<file path="src/rtl/twos_comp_pkg.sv">
// Shared types and default sizing for the two's-complement SIMD pipeline.
package twos_comp_pkg;

  typedef enum logic [1:0] {
    MODE_NEG     = 2'b00,
    MODE_ABS     = 2'b01,
    MODE_ABSDIFF = 2'b10,
    MODE_SAD     = 2'b11
  } mode_e;

  localparam int DEF_WIDTH     = 8;
  localparam int DEF_LANES     = 4;
  localparam int DEF_ACC_WIDTH = 16;

  // Difference modes treat operands as unsigned and ignore the sign-extension path.
  function automatic logic is_diff_mode(input mode_e m);
    return (m == MODE_ABSDIFF) || (m == MODE_SAD);
  endfunction

endpackage

</file>
<file path="src/rtl/twos_comp_lane.sv">
// One lane: stage 1 registers the (WIDTH+1)-bit operand/difference and its negation,
// stage 2 registers the selected result and overflow. TWOS_COMP_SAT_EN saturates -2^(WIDTH-1).
module twos_comp_lane
  import twos_comp_pkg::*;
#(
  parameter int WIDTH = DEF_WIDTH
) (
  input  logic             clk,
  input  logic             rst_n,
  input  logic             s1_load,
  input  logic             s2_load,
  input  mode_e            in_mode,
  input  mode_e            s1_mode,
  input  logic [WIDTH-1:0] a,
  input  logic [WIDTH-1:0] b,
  output logic [WIDTH-1:0] y_next,
  output logic [WIDTH-1:0] y,
  output logic             ovf
);

  localparam logic [WIDTH-1:0] MIN_NEG = {1'b1, {(WIDTH-1){1'b0}}};
  localparam logic [WIDTH-1:0] MAX_POS = {1'b0, {(WIDTH-1){1'b1}}};
  localparam logic [WIDTH-1:0] ONE     = {{(WIDTH-1){1'b0}}, 1'b1};

  logic [WIDTH:0]   d_in;
  logic [WIDTH-1:0] nd_in;
  logic [WIDTH:0]   s1_d;
  logic [WIDTH-1:0] s1_nd;
  logic             s1_min;

  // Low bits of a negation depend only on low bits, so the negated copy stays WIDTH wide.
  always_comb begin
    d_in  = is_diff_mode(in_mode) ? ({1'b0, a} - {1'b0, b}) : {a[WIDTH-1], a};
    nd_in = ~d_in[WIDTH-1:0] + ONE;
  end

  always_ff @(posedge clk or negedge rst_n) begin
    if (!rst_n) begin
      s1_d   <= '0;
      s1_nd  <= '0;
      s1_min <= 1'b0;
    end else if (s1_load) begin
      s1_d   <= d_in;
      s1_nd  <= nd_in;
      s1_min <= !is_diff_mode(in_mode) && (a == MIN_NEG);
    end
  end

  always_comb begin
    y_next = ((s1_mode == MODE_NEG) || s1_d[WIDTH]) ? s1_nd : s1_d[WIDTH-1:0];
`ifdef TWOS_COMP_SAT_EN
    if (s1_min) y_next = MAX_POS;
`else
    if (s1_min) y_next = MIN_NEG;
`endif
  end

  always_ff @(posedge clk or negedge rst_n) begin
    if (!rst_n) begin
      y   <= '0;
      ovf <= 1'b0;
    end else if (s2_load) begin
      y   <= y_next;
      ovf <= s1_min;
    end
  end

endmodule

</file>
<file path="src/rtl/twos_comp_pipe.sv">
// Multi-lane NEG/ABS/ABSDIFF/SAD pipeline with valid/ready handshake and saturating SAD
// accumulator. Optional macro TWOS_COMP_SAT_EN saturates NEG/ABS of the most negative value.
module twos_comp_pipe
  import twos_comp_pkg::*;
#(
  parameter int WIDTH     = DEF_WIDTH,
  parameter int LANES     = DEF_LANES,
  parameter int ACC_WIDTH = DEF_ACC_WIDTH
) (
  input  logic                   clk,
  input  logic                   rst_n,
  input  logic                   in_valid,
  output logic                   in_ready,
  input  logic [1:0]             mode,
  input  logic [LANES*WIDTH-1:0] a,
  input  logic [LANES*WIDTH-1:0] b,
  input  logic                   acc_clr,
  output logic                   out_valid,
  input  logic                   out_ready,
  output logic [LANES*WIDTH-1:0] y,
  output logic [LANES-1:0]       ovf,
  output logic [ACC_WIDTH-1:0]   sad,
  output logic                   acc_ovf
);

  logic                   en;
  logic                   s1_load;
  logic                   s2_load;
  logic                   s1_valid;
  mode_e                  s1_mode;
  mode_e                  out_mode;
  logic [LANES*WIDTH-1:0] y_next;
  logic [ACC_WIDTH-1:0]   lane_sum;
  logic [ACC_WIDTH-1:0]   sum_r;
  logic [ACC_WIDTH-1:0]   acc_base;
  logic [ACC_WIDTH:0]     acc_total;
  logic                   sad_done;

  assign en       = !out_valid || out_ready;
  assign in_ready = en;
  assign s1_load  = en && in_valid;
  assign s2_load  = en && s1_valid;

  for (genvar i = 0; i < LANES; i++) begin : g_lane
    twos_comp_lane #(.WIDTH(WIDTH)) u_lane (
      .clk     (clk),
      .rst_n   (rst_n),
      .s1_load (s1_load),
      .s2_load (s2_load),
      .in_mode (mode_e'(mode)),
      .s1_mode (s1_mode),
      .a       (a[i*WIDTH +: WIDTH]),
      .b       (b[i*WIDTH +: WIDTH]),
      .y_next  (y_next[i*WIDTH +: WIDTH]),
      .y       (y[i*WIDTH +: WIDTH]),
      .ovf     (ovf[i])
    );
  end

  always_comb begin
    lane_sum = '0;
    for (int i = 0; i < LANES; i++) begin
      lane_sum = lane_sum + ACC_WIDTH'(y_next[i*WIDTH +: WIDTH]);
    end
  end

  // Valids always advance with en so bubbles travel as empty slots; payload loads only with data.
  always_ff @(posedge clk or negedge rst_n) begin
    if (!rst_n) begin
      s1_valid  <= 1'b0;
      s1_mode   <= MODE_NEG;
      out_valid <= 1'b0;
      out_mode  <= MODE_NEG;
      sum_r     <= '0;
    end else if (en) begin
      s1_valid  <= in_valid;
      out_valid <= s1_valid;
      if (in_valid) s1_mode <= mode_e'(mode);
      if (s1_valid) begin
        out_mode <= s1_mode;
        sum_r    <= lane_sum;
      end
    end
  end

  assign sad_done  = out_valid && out_ready && (out_mode == MODE_SAD);
  assign acc_base  = acc_clr ? '0 : sad;
  assign acc_total = {1'b0, acc_base} + {1'b0, sum_r};

  // A clear coinciding with a completing SAD beat restarts the total from that beat's sum.
  always_ff @(posedge clk or negedge rst_n) begin
    if (!rst_n) begin
      sad     <= '0;
      acc_ovf <= 1'b0;
    end else if (sad_done) begin
      if (acc_total[ACC_WIDTH]) begin
        sad     <= '1;
        acc_ovf <= 1'b1;
      end else begin
        sad     <= acc_total[ACC_WIDTH-1:0];
        acc_ovf <= acc_clr ? 1'b0 : acc_ovf;
      end
    end else if (acc_clr) begin
      sad     <= '0;
      acc_ovf <= 1'b0;
    end
  end

endmodule

</file>
<file path="config.mk">
export PLATFORM = sky130hd
export DESIGN_NAME = twos_comp_pipe
export DESIGN_NICKNAME = d
export VERILOG_FILES = /design/src/rtl/twos_comp_pkg.sv /design/src/rtl/twos_comp_lane.sv /design/src/rtl/twos_comp_pipe.sv
export SDC_FILE = /design/constraint.sdc
export NUM_CORES = 1
export LEC_CHECK = 0
export CAP_MARGIN = 20
export CORE_AREA = 4 4 138 140
export CTS_BUF_LIST = sky130_fd_sc_hd__clkbuf_8 sky130_fd_sc_hd__clkbuf_16
export CTS_CLUSTER_DIAMETER = 80
export DETAILED_ROUTE_END_ITERATION = 6
export DIE_AREA = 0 0 142 144
export DONT_BUFFER_PORTS = 1
export HOLD_SLACK_MARGIN = 0.02
export PLACE_DENSITY_LB_ADDON = 0.25
export SYNTH_ARGS = -nofsm -noshare
export SYNTH_HDL_FRONTEND = slang
export SYNTH_HIERARCHICAL = 1
export SYNTH_SLANG_ARGS = --single-unit
export TNS_END_PERCENT = 10
</file>
<file path="constraint.sdc">
create_clock -name clk -period 3.55 [get_ports clk]
set_clock_uncertainty 0.15 [all_clocks]
set_input_delay 0.8875 -clock clk [delete_from_list [all_inputs] [get_ports clk]]
set_output_delay 0.8875 -clock clk [all_outputs]
set_load 0.005 [all_outputs]
</file>
==> reports/results.ini, run 1 <==
[pwr]
peakVddDrop_v=0.000507
powerDensity_nw_per_um2=769
p_leak_nw=5.06

[sta]
setup_ws_ps=-47.4
final_max_slew_viol_count=0
period_needed_ps=3600
hold_viol=0
period_share_pct=101
worst_pin_slew_ps=446
setup_violations=3
max_freq_mhz=278
relSlewSlack_pct=69.4
rsz0062_at_grt=yes
holdWs_ps=18.5

[synthesis]
yosysWarnings=6
synth_ff_type=dfrtp_1
yosys-top-cells-count=dfrtp_1, inv_1, nand2_1
synthesis.area_um2=9730
syn_area_per_cell_um2=9.58
ys_types=63
synthTopCellsByArea=dfrtp_1, mux2_2, ha_1
synth_top_area_share_pct=35.2
netlist_instances=1015
yosys.area.top_type=dfrtp_1
async_flop_share_pct=100
synth_nets=1162
ys_seq_area_share_pct=35.2
synth.most_common_cell=dfrtp_1
synth_seq_cells=137
synth_edf_count=0

[worst_hold_path]
holdCritPathClass=input port to async pin

[global_routing]
grt.total_usage_pct=21.4
grt-ovfl-total=0
grt_max_degree=138
antenna_found_initial=0
grt_pass1_vias=7105
grt_pass1_wl_um=35500

[critical_path]
slowest_delay_ps=500
timing.rr.start=s1_mode[0]$_DFFE_PN0P_
path_delay_family=adder cells
startpoint_type=flop
crit_slowest_cell=fa_1
cp.arrival_ps=3740
r2r_end=sum_r[7]$_DFFE_PN0P_
r2r_cells=17
path_cells=nor2_4, or2_4, nand2_1, a21oi_2, inv_2, fa_1, inv_1, fa_1, ha_2, inv_1, fa_2, nor2b_1, o21a_1, o21ai_2, a21oi_2, buf_4, o31ai_2
crit_path_end_kind=flop
timing.critical_path.buf_inv=4
reg2reg_slack_ps=-50
worst-setup-path-type=flop to flop
worstPathMaxFanout=5
crit_required_ps=3690

[floorplan]
die_area_um2=20400
start_util_pct=54.5
io_pins=126
fp.dieW_um=142
num_rows=49
die_y_um=144
coreArea_um2=17800

[run]
cap_viol_max_count=0

[layout]
nNetsFinal=1192
finalInstanceArea_um2=10900
syn2layout_area_growth_pct=11.9
n_antenna_cell=0
drive_above_1_share_pct=21.3
stdcell_count=1287

[clocking]
cts-root-buf=clkbuf_16
clkLatencyLatePin_ps=420
clk_path_buf_depth=2
cts_tree=built
cts.sinks=137
numCtsBuffers=17
worst_setup_hold_path_clk_slew_ps=60
cts_max_level=4

[outcome]
violations=negative setup slack
outcome=finished, violations left

[detailed_routing]
vias=7268
viasPerCell=5.65
drtIter0Drc=403
antenna_left=0
wl_per_cell_um=16.5
dr.pass1.iters=5
drc=0
routed_wl_um=21200

[place]
hpwl_um=16300
globalplace.congestion=0.885
placed_cell_area_um2=10200
numPortBuffers=0
place_ws_ps=-261
dp.cells=1253

-- final cells by class --
cell class                 instances  area (um2)
multi-input combinational        724        5730
clock inverter                    14         126
fill                            1531        6960
inverter                         119         503
sequential                       137        3430
clock buffer                      18         439
tap                              229         287
timing repair buffer              46         370
-- report_power, final --
group	internal, mW	switching [mW]	leakage (nW)
sequential	2.03	0.354	1.62
clock	0.983	0.683	0.270
combinational	2.16	2.15	3.17
-- kinds of logic (layout without fill, tap and decap cells) --
| group | count (synthesis) | after routing | synth area share [%] |
|---|---|---|---|
| buffers and inverters | 154 | 197 | 7.28 |
| AO/OA/AOI/OAI | 234 | 234 | 17.3 |
| flip-flops | 137 | 137 | 35.2 |
| multiplexers | 83 | 83 | 9.35 |
| XOR/XNOR | 38 | 38 | 3.42 |
| AND/OR/NAND/NOR | 293 | 293 | 16.0 |
| adder cells (fa/ha/maj) | 76 | 76 | 11.4 |
-- worst reg2reg max path, cell delays in order, from the launching register on --
cell and delay (ps):
dfrtp_2 460, nor2_4 140, or2_4 140, nand2_1 60
a21oi_2 160, inv_2 70, fa_1 500, inv_1 50
fa_1 500, ha_2 180, inv_1 50, fa_2 330
nor2b_1 110, o21a_1 170, o21ai_2 80, a21oi_2 140
buf_4 130, o31ai_2 50
-- state kept, by name, indices dropped and copies added, names as in the netlist --
register	cells
g_lane.u_lane/s1_d	36
g_lane.u_lane/y	32
g_lane.u_lane/s1_nd	28
sad	16
sum_r	10
g_lane.u_lane/ovf	4
g_lane.u_lane/s1_min	4
out_mode	2
s1_mode	2
acc_ovf	1
out_valid	1
s1_valid	1
-- per-stage QoR --
step / util [%] / TNS, ps / power, mW
after CTS: 60.7 / -88.0 / 8.26
after global routing: 61.0 / -890 / 9.09
after floorplan: - / -43.2 / 5.14
after global placement: 57.0 / -339 / 6.25
final: 61.0 / -54.2 / 8.37
after detailed placement: 57.0 / -740 / 6.37
-- repair_timing --
item,4_1_cts,5_1_grt
setup endpoints to repair,5,6
hold endpoints to repair,137,137
buffers inserted,2,0
resized for setup,27,14
pin swaps,14,5
-- routing by layer --
layer | vias up | part of all wire, % | routed length (um) | track usage [%]
met5 | - | 0 | 0 | 0
li1 | 3617 | - | - | -
met2 | 143 | 49 | 10300 | 35.2
met4 | 0 | 1.7 | 365 | 5.96
met1 | 3484 | 45 | 9610 | 28.9
met3 | 24 | 4.2 | 895 | 4.43
-- worst max-delay path by stage --
stage,startpoint,to,slack (ps),cells past startpoint
global route,s1_mode[0]$_DFFE_PN0P_,sum_r[7]$_DFFE_PN0P_,-220,17
global placement,s1_mode[0]$_DFFE_PN0P_,sum_r[9]$_DFFE_PN0P_,-150,17
finish,s1_mode[0]$_DFFE_PN0P_,sum_r[7]$_DFFE_PN0P_,-50,17
floorplan,s1_mode[0]$_DFFE_PN0P_,sum_r[9]$_DFFE_PN0P_,-30,18
CTS,s1_mode[0]$_DFFE_PN0P_,sum_r[7]$_DFFE_PN0P_,-50,17
detailed placement,s1_mode[0]$_DFFE_PN0P_,sum_r[7]$_DFFE_PN0P_,-260,17
-- layout by cell type (no fill, tap or decap), types with 9 or more instances in the layout --
cell type and count:
nand2_1 97, nand3_1 17, a21oi_2 17, o21ai_0 27
mux2i_1 20, inv_1 112, buf_4 44, nand2b_1 10
a21o_1 19, xnor2_1 19, nor2b_1 15, xor2_1 18
a211oi_2 9, a31oi_1 23, fa_1 20, nand4_1 9
a21oi_1 59, dfrtp_1 135, nor4_1 9, nor2_1 71
mux2_2 63, ha_1 54, clkbuf_16 17
Power figures use the tool's default switching activity.
==> run 2: changes to the inputs <==
--- a/config.mk
+++ b/config.mk
@@ -13,6 +13,7 @@
 export DIE_AREA = 0 0 142 144
 export DONT_BUFFER_PORTS = 1
 export HOLD_SLACK_MARGIN = 0.02
+export MAX_ROUTING_LAYER = met4
 export PLACE_DENSITY_LB_ADDON = 0.25
 export SYNTH_ARGS = -nofsm -noshare
 export SYNTH_HDL_FRONTEND = slang
==> reports/results.ini, run 2 (synthesized netlist as in run 1, its figures left out) <==
[pwr]
powerDensity_nw_per_um2=769  ; about the same
peakVddDrop_v=0.000507  ; about the same
p_leak_nw=5.06  ; unchanged

[clocking]
clk_path_buf_depth=2  ; unchanged
clkLatencyLatePin_ps=420  ; about the same
cts-root-buf=clkbuf_16  ; unchanged
numCtsBuffers=17  ; unchanged
cts_max_level=4  ; unchanged
worst_setup_hold_path_clk_slew_ps=60  ; about the same
cts_tree=built  ; unchanged
cts.sinks=137  ; unchanged

[layout]
nNetsFinal=1192  ; unchanged
final_common_cell=dfrtp_1  ; unchanged
finalInstanceArea_um2=10900  ; unchanged
top_regs=g_lane.u_lane/s1_d x36, g_lane.u_lane/y x32, g_lane.u_lane/s1_nd x28  ; unchanged
n_antenna_cell=0  ; unchanged
mostFrequentLayoutCells=dfrtp_1, inv_1, nand2_1, nor2_1, mux2_2  ; unchanged
syn2layout_area_growth_pct=11.9  ; unchanged
drive_above_1_share_pct=21.3  ; unchanged
fin_util_pct=61.0  ; unchanged
top_register=g_lane.u_lane/s1_d  ; unchanged
largest_reg_flops=36  ; unchanged

[global_routing]
grt_pass1_wl_um=35500  ; about the same
use_met3_pct=4.86  ; was 4.43%
grt-ovfl-total=0  ; unchanged
top_usage_layer=met2  ; unchanged
grt_max_degree=138  ; unchanged
grt.total_usage_pct=22.1  ; was 21.4%
use_met1_pct=29.1  ; was 28.9%
grt_pass1_vias=7103  ; was 7105
antenna_found_initial=0  ; unchanged
met2_usage_pct=35.2  ; about the same

[critical_path]
worst-setup-path-type=flop to flop  ; unchanged
startpoint_type=flop  ; unchanged
crit_path_end_kind=flop  ; unchanged
worstPathMaxFanout=5  ; unchanged
crit_required_ps=3690  ; about the same
cp.arrival_ps=3740  ; about the same

[sta]
final_max_slew_viol_count=0  ; unchanged
max_freq_mhz=278  ; about the same
worst_pin_slew_ps=452  ; was 446 ps
period_share_pct=101  ; about the same
setup_ws_ps=-47.9  ; was -47.4 ps
rsz0062_at_grt=yes  ; unchanged
relSlewSlack_pct=69.0  ; was 69.4%
setup_violations=3  ; unchanged
period_needed_ps=3600  ; about the same
holdWs_ps=15.5  ; was 18.5 ps
hold_viol=0  ; unchanged

[floorplan]
die_area_um2=20400  ; unchanged
coreArea_um2=17800  ; unchanged
start_util_pct=54.5  ; unchanged
io_pins=126  ; unchanged
fp.dieW_um=142  ; unchanged
die_y_um=144  ; unchanged
num_rows=49  ; unchanged

[place]
numPortBuffers=0  ; unchanged
placed_cell_area_um2=10200  ; unchanged
place_ws_ps=-261  ; unchanged
hpwl_um=16300  ; unchanged
globalplace.congestion=0.900  ; was 0.885

[detailed_routing]
drc=0  ; unchanged
vias=7254  ; was 7268
antenna_left=0  ; unchanged
viasPerCell=5.64  ; was 5.65
drtIter0Drc=465  ; was 403
wl_per_cell_um=16.5  ; about the same
dr.pass1.iters=5  ; unchanged
routed_wl_um=21300  ; was 21200 um

[worst_hold_path]
holdCritPathClass=input port to async pin  ; unchanged

[run]
cap_viol_max_count=0  ; unchanged

[outcome]
violations=negative setup slack  ; unchanged
outcome=finished, violations left  ; unchanged

==> run 2: cell counts in the layout (fill, tap and decap cells not counted) <==
No cell type changed its count.
==> run 2: final timing paths <==
check                      cells past startpoint                                   end                   start  slack [ps]
max                                           17                  sum_r[7]$_DFFE_PN0P_  s1_mode[0]$_DFFE_PN0P_         -50
min                                            0  g_lane[3].u_lane/s1_d[1]$_DFFE_PN0P_                   rst_n          20
max reg2reg                                   17                  sum_r[7]$_DFFE_PN0P_  s1_mode[0]$_DFFE_PN0P_         -50
min reg2reg                                    2                 out_valid$_DFFE_PN0N_    s1_valid$_DFFE_PN0N_         320
max in group asynchronous                      0                s1_mode[0]$_DFFE_PN0P_                   rst_n        3080
min in group clk                               2                 out_valid$_DFFE_PN0N_    s1_valid$_DFFE_PN0N_         320
==> run 2: area by class of cell <==
cell class	instances	area, um2
Clock inverter	14	126
Clock buffer	18	439
Sequential cell	137	3430
Timing Repair Buffer	46	370
Inverter	119	503
Multi-Input combinational cell	724	5730
Tap cell	229	287
Fill cell	1531	6960
==> run 2: power breakdown <==
| group | total [mW] | internal, mW | switching [mW] |
|---|---|---|---|
| Sequential | 2.39 | 2.03 | 0.352 |
| Combinational | 4.31 | 2.16 | 2.15 |
| Clock | 1.67 | 0.982 | 0.690 |
==> run 2: what timing repair did <==
| item | 4_1_cts | 5_1_grt |
|---|---|---|
| gates resized for setup | 27 | 14 |
| cloned | 0 | 0 |
| endpoints found under the setup margin | 5 | 6 |
| pin swaps | 14 | 5 |
| endpoints found under the hold margin | 137 | 137 |
| buffers inserted | 2 | 0 |
==> run 2: per-layer routing <==
metal / share of wire (%) / vias to the layer above / routed length (um)
met2: 49 / 138 / 10400
met4: 1.7 / 0 / 358
met5: 0 / - / 0
li1: - / 3619 / -
met1: 45 / 3472 / 9670
met3: 4.2 / 25 / 897
==> run 2: critical path, stage by stage (launching register included) <==
cell and delay (ps):
dfrtp_2 460, nor2_4 140, or2_4 140, nand2_1 60
a21oi_2 160, inv_2 60, fa_1 500, inv_1 50
fa_1 490, ha_2 180, inv_1 50, fa_2 330
nor2b_1 110, o21a_1 170, o21ai_2 80, a21oi_2 140
buf_4 130, o31ai_2 50
==> run 2: per-stage QoR <==
step           setup TNS, ps  power (mW)  std cells
5_1_grt                 -890        9.09       1287
3_5_place_dp            -740        6.37       1253
2_1_floorplan          -43.2        5.14       1015
4_1_cts                -88.0        8.26       1287
3_3_place_gp            -339        6.25       1253
6_report               -56.0        8.37       1287
==> run 3: changes to the inputs <==
--- a/config.mk
+++ b/config.mk
@@ -8,7 +8,6 @@
 export CAP_MARGIN = 20
 export CORE_AREA = 4 4 138 140
 export CTS_BUF_LIST = sky130_fd_sc_hd__clkbuf_8 sky130_fd_sc_hd__clkbuf_16
-export CTS_CLUSTER_DIAMETER = 80
 export DETAILED_ROUTE_END_ITERATION = 6
 export DIE_AREA = 0 0 142 144
 export DONT_BUFFER_PORTS = 1
==> results of run 3 <==
The final DEF is identical to that of run 2; final timing and power are the same.
